**src/rtl/ntt_pkg.sv**
```systemverilog
// ntt_pkg: shared state encoding and mode constants for the naive NTT block
package ntt_pkg;
  typedef enum logic [1:0] {IDLE, LOAD, COMPUTE, DRAIN} state_t;
  localparam logic MODE_FWD = 1'b0;
  localparam logic MODE_INV = 1'b1;
endpackage

```
**src/rtl/mod_mul.sv**
```systemverilog
// mod_mul: combinational (a*b) mod q with a full 2W-bit product
module mod_mul #(
  parameter int W = 8
) (
  input  logic [W-1:0] a,
  input  logic [W-1:0] b,
  input  logic [W-1:0] q,
  output logic [W-1:0] p
);
  logic [2*W-1:0] prod;
  assign prod = {{W{1'b0}}, a} * {{W{1'b0}}, b};
  assign p = W'(prod % {{W{1'b0}}, q});
endmodule

```
**src/rtl/ntt_naive_seq.sv**
```systemverilog
// ntt_naive_seq: streaming O(N^2) forward/inverse NTT, one modular MAC per cycle
module ntt_naive_seq
  import ntt_pkg::*;
#(
  parameter int N    = 8,
  parameter int W    = 8,
  parameter int LOGN = $clog2(N)
) (
  input  logic         clk,
  input  logic         rst_n,
  input  logic         start,
  input  logic         mode,
  input  logic [W-1:0] omega,
  input  logic [W-1:0] omega_inv,
  input  logic [W-1:0] n_inv,
  input  logic [W-1:0] mod,
  input  logic         in_valid,
  output logic         in_ready,
  input  logic [W-1:0] in_data,
  output logic         out_valid,
  input  logic         out_ready,
  output logic [W-1:0] out_data,
  output logic         busy,
  output logic         done,
  output logic         err
);
  localparam logic [LOGN-1:0] LAST = LOGN'(N - 1);
  state_t st, nxt;
  logic md, fin, hs_in, hs_out;
  logic [W-1:0] q, root, ninv, r, t, acc, xt, tr, rr, sc, acc_nxt, xin;
  logic [W-1:0] x [N];
  logic [W-1:0] ybuf [N];
  logic [LOGN-1:0] i, j, k;
  logic [2*W:0] sum;
  assign in_ready  = st == LOAD;
  assign out_valid = st == DRAIN;
  assign busy      = st != IDLE;
  assign out_data  = out_valid ? ybuf[k] : '0;
  assign hs_in     = in_valid & in_ready;
  assign hs_out    = out_valid & out_ready;
  assign xin       = in_data % q;
  assign sum       = (2*W+1)'(acc) + (2*W+1)'(xt);
  assign acc_nxt   = W'(sum % (2*W+1)'(q));
  mod_mul #(.W(W)) u_xt (.a(x[j]), .b(t),    .q(q), .p(xt));
  mod_mul #(.W(W)) u_tr (.a(t),    .b(r),    .q(q), .p(tr));
  mod_mul #(.W(W)) u_rr (.a(r),    .b(root), .q(q), .p(rr));
  mod_mul #(.W(W)) u_sc (.a(acc),  .b(ninv), .q(q), .p(sc));
  // state register
  always_ff @(posedge clk) st <= !rst_n ? IDLE : nxt;
  // next-state: each phase ends on its last index
  always_comb begin
    nxt = st;
    case (st)
      IDLE:    nxt = (start && mod > W'(1)) ? LOAD : IDLE;
      LOAD:    nxt = (hs_in && j == LAST) ? COMPUTE : LOAD;
      COMPUTE: nxt = (fin && i == LAST) ? DRAIN : COMPUTE;
      DRAIN:   nxt = (hs_out && k == LAST) ? IDLE : DRAIN;
      default: nxt = IDLE;
    endcase
  end
  // datapath: latch parameters, load x, N MAC cycles plus one finish cycle per row, drain ybuf
  always_ff @(posedge clk) begin
    if (!rst_n) begin
      i <= '0;
      j <= '0;
      k <= '0;
      fin <= 1'b0;
      done <= 1'b0;
      err <= 1'b0;
    end else begin
      done <= 1'b0;
      err <= 1'b0;
      case (st)
        IDLE: if (start) begin
          err <= mod < W'(2);
          md <= mode;
          q <= mod;
          root <= mode == MODE_INV ? omega_inv : omega;
          ninv <= n_inv;
          i <= '0;
          j <= '0;
          k <= '0;
        end
        LOAD: if (hs_in) begin
          x[j] <= xin;
          j <= j + 1'b1;
          i <= '0;
          r <= W'(1);
          t <= W'(1);
          acc <= '0;
          fin <= 1'b0;
        end
        COMPUTE: if (!fin) begin
          acc <= acc_nxt;
          t <= tr;
          j <= j + 1'b1;
          fin <= j == LAST;
        end else begin
          ybuf[i] <= md == MODE_INV ? sc : acc;
          r <= rr;
          i <= i + 1'b1;
          t <= W'(1);
          acc <= '0;
          fin <= 1'b0;
        end
        DRAIN: begin
          if (hs_out) k <= k + 1'b1;
          done <= hs_out && k == LAST;
        end
        default: ;
      endcase
    end
  end
endmodule

```
**config.mk**
```make
export PLATFORM = sky130hd
export DESIGN_NAME = ntt_naive_seq
export DESIGN_NICKNAME = d
export VERILOG_FILES = /design/src/rtl/ntt_pkg.sv /design/src/rtl/mod_mul.sv /design/src/rtl/ntt_naive_seq.sv
export SDC_FILE = /design/constraint.sdc
export NUM_CORES = 2
export LEC_CHECK = 0
export BUFFER_PORTS_ARGS = -buffer_cell sky130_fd_sc_hd__buf_2
export CELL_PAD_IN_SITES_DETAIL_PLACEMENT = 0
export CELL_PAD_IN_SITES_GLOBAL_PLACEMENT = 1
export CORE_ASPECT_RATIO = 0.75
export CORE_MARGIN = 4
export CORE_UTILIZATION = 40
export DETAILED_ROUTE_END_ITERATION = 8
export PLACE_DENSITY = 0.78
export SYNTH_ARGS = -nofsm -noshare
export SYNTH_HDL_FRONTEND = slang
export SYNTH_SLANG_ARGS = --single-unit
```
**constraint.sdc**
```tcl
create_clock -name clk -period 88 [get_ports clk]
set_input_delay 0 -clock clk [delete_from_list [all_inputs] [get_ports clk]]
set_output_delay 0 -clock clk [all_outputs]
set_load 0.1 [all_outputs]
```
* Word-level counts from Yosys, hierarchy flattened
Memories as Yosys holds them, arrays and structs flattened. A register that Yosys moved wholly into a read port is not among the register bits. Cells that the tools add are included.
Storage, ports and cells: bits in registers 63, bits in writable memories 128, bits of input ports 46, output and inout bits 13, logic and storage cells 102, memories 2
Memories:
- x | words 8, width 8, read ports 1, clocked after Yosys merged registers in 1, wr ports 1, line ntt_naive_seq.sv:31 | logic [W-1:0] x [N];
- ybuf | words 8, width 8, read ports 1, clocked after Yosys merged registers in 1, wr ports 1, line ntt_naive_seq.sv:32 | logic [W-1:0] ybuf [N];
Cells by class: add/sub/neg operators 4, multiply operators 4, div/mod/pow operators 6, $lt $le $gt $ge 2, eq/ne operators 11, mux-type cells 40, bitwise operators 2, reductions and logical operators 17
Operators by type and width (number):
- $mod A16 B8 Y16 | 4
- $mul A8 B8 Y16 | 4
- $mux W8 | 8
- $pmux W8 S2 | 3
- $mux W3 | 10
- $pmux W3 S3 | 2
- $mod A17 B8 Y17 | 1
- $mux W1 | 12
- $reduce_and A4 Y1 | 3
- $add A3 B1 Y3 const B | 3
- $add A8 B8 Y9 | 1
- $eq A3 B3 Y1 const B | 3
- $reduce_and A3 Y1 | 3
- $gt A8 B1 Y1 const B | 1
- $lt A8 B2 Y1 const B | 1
- $mod A8 B8 Y8 | 1
- $pmux W2 S4 | 1
- $ne A2 B2 Y1 const B | 3
- $pmux W3 S2 | 1
- $reduce_bool A2 Y1 | 3
- $eq A2 B2 Y1 const B | 2
- $logic_and A1 B1 Y1 | 4
- $mux W2 | 2
- $ne A2 B1 Y1 const B | 2
- 6 further kinds | 8

* Depth between registers and ports, before layout
depth in word-level cells 6, mapped depth 360, mapped depth without buffers 341

* Cells and area by module
Synthesis repeated with hierarchy kept, for this count alone.
Second synthesis, totals: cells, all modules 5716, area total of the unflattened synthesis 47655.7 µm²
Modules (own cells, without submodules):
- ntt_naive_seq | instances 1, cells an instance 1532, area an instance 15792.6 µm², sequential area each 5715.5 µm²
- mod_mul at u_sc ... | instances 2, cells an instance 1026, area an instance 7851.3 µm², sequential area each 0.0 µm²
- mod_mul at u_tr | instances 1, cells an instance 1064, area an instance 8150.3 µm², sequential area each 0.0 µm²
- mod_mul at u_rr | instances 1, cells an instance 1068, area an instance 8010.2 µm², sequential area each 0.0 µm²

* Worst setup path before layout
OpenSTA, ideal clock, no wires.
kind reg-to-reg, from register (tool-made name), to register acc[7] (data pin), setup time 260 ps, arrival time 60767 ps, data required time 87740 ps, path slack 26973 ps, stages on the path, launching flop included 297, path buffers 19, clock period less this slack 61027 ps, path through dfxtp_1 clkbuf_1 buf_1 mux4_2 mux2i_1 nor2b_1 fa_1 inv_1 fa_1 fa_1 fa_1 inv_1 ha_1 a21boi_0 o21ai_0 a31oi_1 nand2b_1 a21oi_1 [... 261 more ...] nor2b_1 nand4_1 nor2_1 mux2i_1 ha_1 a21o_1 a21o_1 a21o_1 a21o_1 a21o_1 a21oi_1 o21ai_0 a21oi_1 o311ai_0 nor4_1 or4b_1 nor2_4 mux2_2
RTL lines:
- end signal, assigned | line ntt_naive_seq.sv:94 | acc <= acc_nxt;
- end, declared | line ntt_naive_seq.sv:30 | logic [W-1:0] q, root, ninv, r, t, acc, xt, tr, rr, sc, acc_nxt, xin;

==> run summary <==
Worst min-delay path category -> in2reg
Root Buffer -> clkbuf_16
Non-filler instance count after layout -> 7249
Die span in y -> 302 microns
Crit path max fanout -> 23
Synth Instances -> 5647
Hold EP -> k[2]
CTS tree -> built
Die width -> 400 microns
Hold_sp -> out_ready
Fin Hold WS -> 0.0524 ns
Crit Path Category -> reg2reg
H-tree depth -> 4
CP max-delay cell -> dfxtp_1
Overall global routing resource usage -> 22.0%
Register area share after synthesis -> 12.4%
DR pass1 iterations -> 6
Global-route wire length before repair -> 216 mm
Drt wl/cell -> 18.9 microns
Synth top area cells -> ha_1 19%, edfxtp_1 12%, fa_1 6.6%
Slew @ Worst Pin -> 1.35 ns
Worst Reg-to-Reg Cells -> 284
CORE AREA -> 114000 sq um
Fmax -> 0.0147 GHz
First DRT Iteration DRCs -> 3261
Nets -> 6624
Placed Cells -> 7179
Tmin final -> 68.07 ns
Outcome -> complete, no violations
Worst-Skew Late Latency -> 0.48 ns
Yosys top cell area share -> 19.5%
CTS sink count -> 197
Cell variety after synth -> 111
FP Rows -> 107
Number of global-route vias before repair -> 39500
# IOs -> 59
Die footprint -> 121000 sq um
Initial antenna violation count -> 7
Area leader, netlist -> ha_1
Endpoint class of the critical path -> flip-flop
PortBufs -> 58
Initial core utilization -> 40.4%
DR vias -> 42800
Reg2reg end -> acc[6]
Post CTS Setup Buffer Count -> 0
Routability congestion estimate -> 0.877
Inserted Clock Buffers -> 17
DRC Markers -> 0
Most frequent cells after synthesis -> 718 x ha_1, 447 x nor2_1, 440 x nand2_1
Hold Violations, Final -> 0
Slew Limit Fails -> 0
Synth Flop Type -> edfxtp_1
Unrepaired setup endpoints after global routing -> no
Worst Path Arrival -> 68.31 ns
Final number of setup-violating endpoints -> 0
CTS Buffer Depth -> 2
Fillers -> 11300
Max cap viols -> 0
Finished Core Util -> 43.3%
Yosys reg bits -> 197
Final wirelength -> 137 mm
Crit path top cell by count -> o21a_1
Rel. slew slack -> 8.98%
Vias per std cell -> 5.90
Data required, critical path -> 88.24 ns
Layout cells sized above 1 -> 8.13%
Fin crit share -> 77.4%
Clock transition at the registers of the reported paths -> 0.10 ns
Crit start category -> flip-flop
Top-count cell post-synth -> ha_1
Post-synth EDFFs -> 177
Remaining global-route overflow -> 0
Crit path largest cell delay -> 1.06 ns
Fin Clk Skew -> 0.0169 ns
Area grow syn2layout -> 7.05%
Final setup TNS -> 0 ns
HPWL Detailed -> 109 mm
Largest net degree at the start of global routing -> 46
DRT antenna net count -> 0
FFs w/ async S/R, synth -> 0%
Synthesized area per cell -> 8.17 sq um
Synth Cell Area -> 46100 sq um
Synthesis Warnings -> 0
Hold Path Depth -> 3
R2r setup slk -> 19.93 ns
-- cell families after synthesis --
family | after synthesis | share of synthesized area, %
flip-flops | 197 | 12.4
AND/OR/NAND/NOR | 1977 | 21.5
adder cells (fa/ha/maj) | 870 | 26.0
buffers and inverters | 450 | 3.76
multiplexers | 279 | 7.34
XOR/XNOR | 237 | 4.50
AO/OA/AOI/OAI | 1636 | 24.4
other | 1 | 0.00813
-- sequential cells by signal (all words and copies together), names as in the netlist, named ones only --
register	cells
acc	8
done	1
err	1
fin	1
i	3
j	3
k	3
md	1
ninv	8
q	8
r	8
root	8
st	2
t	8
x	64
ybuf	64
-- cells in the final DEF (no fill, tap or decap), types with 97 or more instances in the layout --
cell	Yosys	routed
ha_1	718	718
fa_1	151	151
and2_1	146	146
nor3_1	316	316
nor2b_1	113	113
inv_1	330	323
o21ai_0	280	280
o21a_1	329	329
xnor2_1	140	140
a21o_1	158	158
nor2_1	447	446
o31ai_1	104	104
a21oi_1	288	288
mux2_2	153	153
xor2_1	97	97
nand2_1	440	440
edfxtp_1	177	177
-- repair_timing --
action / 4_1_cts / 5_1_grt
hold buffers: 37 / 0
resized for setup: 0 / 0
hold endpoints to repair: 29 / 0
-- critical path, delay by kind of cell, from the launching register on --
kind,cells,cell delay (ns)
AO/OA/AOI/OAI,159,33.94
adder cells (fa/ha/maj),33,10.67
multiplexers,16,6.34
XOR/XNOR,1,0.14
AND/OR/NAND/NOR,62,13.87
buffers and inverters,13,1.71
flip-flops,1,1.06
-- routing by layer --
layer / track usage [%] / share of wire (%)
met1: 34.2 / 51
met3: 4.14 / 7.4
met5: 0 / 0
met4: 3.20 / 1.2
met2: 31.8 / 40
-- stage by stage --
| step | setup WS [ns] | area (sq um) |
|---|---|---|
| 6_report | 19.93 | 49400 |
| 5_1_grt | 14.29 | 49400 |
| 4_1_cts | 20.78 | 49400 |
| 3_5_place_dp | 21.05 | 48400 |
| 3_3_place_gp | 23.11 | 48400 |
| 2_1_floorplan | 26.97 | 46200 |
-- layout make-up --
class | count | area (sq um) | area share [%]
Multi-Input combinational cell | 5007 | 38700 | 78.5
Inverter | 331 | 1260 | 2.55
Timing Repair Buffer | 155 | 1110 | 2.25
Sequential cell | 197 | 5720 | 11.6
Clock inverter | 15 | 219 | 0.443
Tap cell | 1526 | 1910 | 3.87
Clock buffer | 17 | 425 | 0.861
Antenna cell | 1 | 2.50 | 0.00507
-- how the worst max path moves through the flow --
stage	from	to	slack [ns]	cells after the start
6_report	flip-flop	acc[6]	19.93	284
5_1_grt	flip-flop	acc[7]	14.29	288
4_1_cts	flip-flop	acc[7]	20.78	284
3_5_place_dp	flip-flop	acc[7]	21.05	285
3_3_place_gp	flip-flop	acc[7]	23.11	286
2_1_floorplan	flip-flop	acc[7]	26.97	296
Power is left out: the tool's default activity adds up to more than one toggle a clock period on the data nets, which glitch-free logic cannot reach.
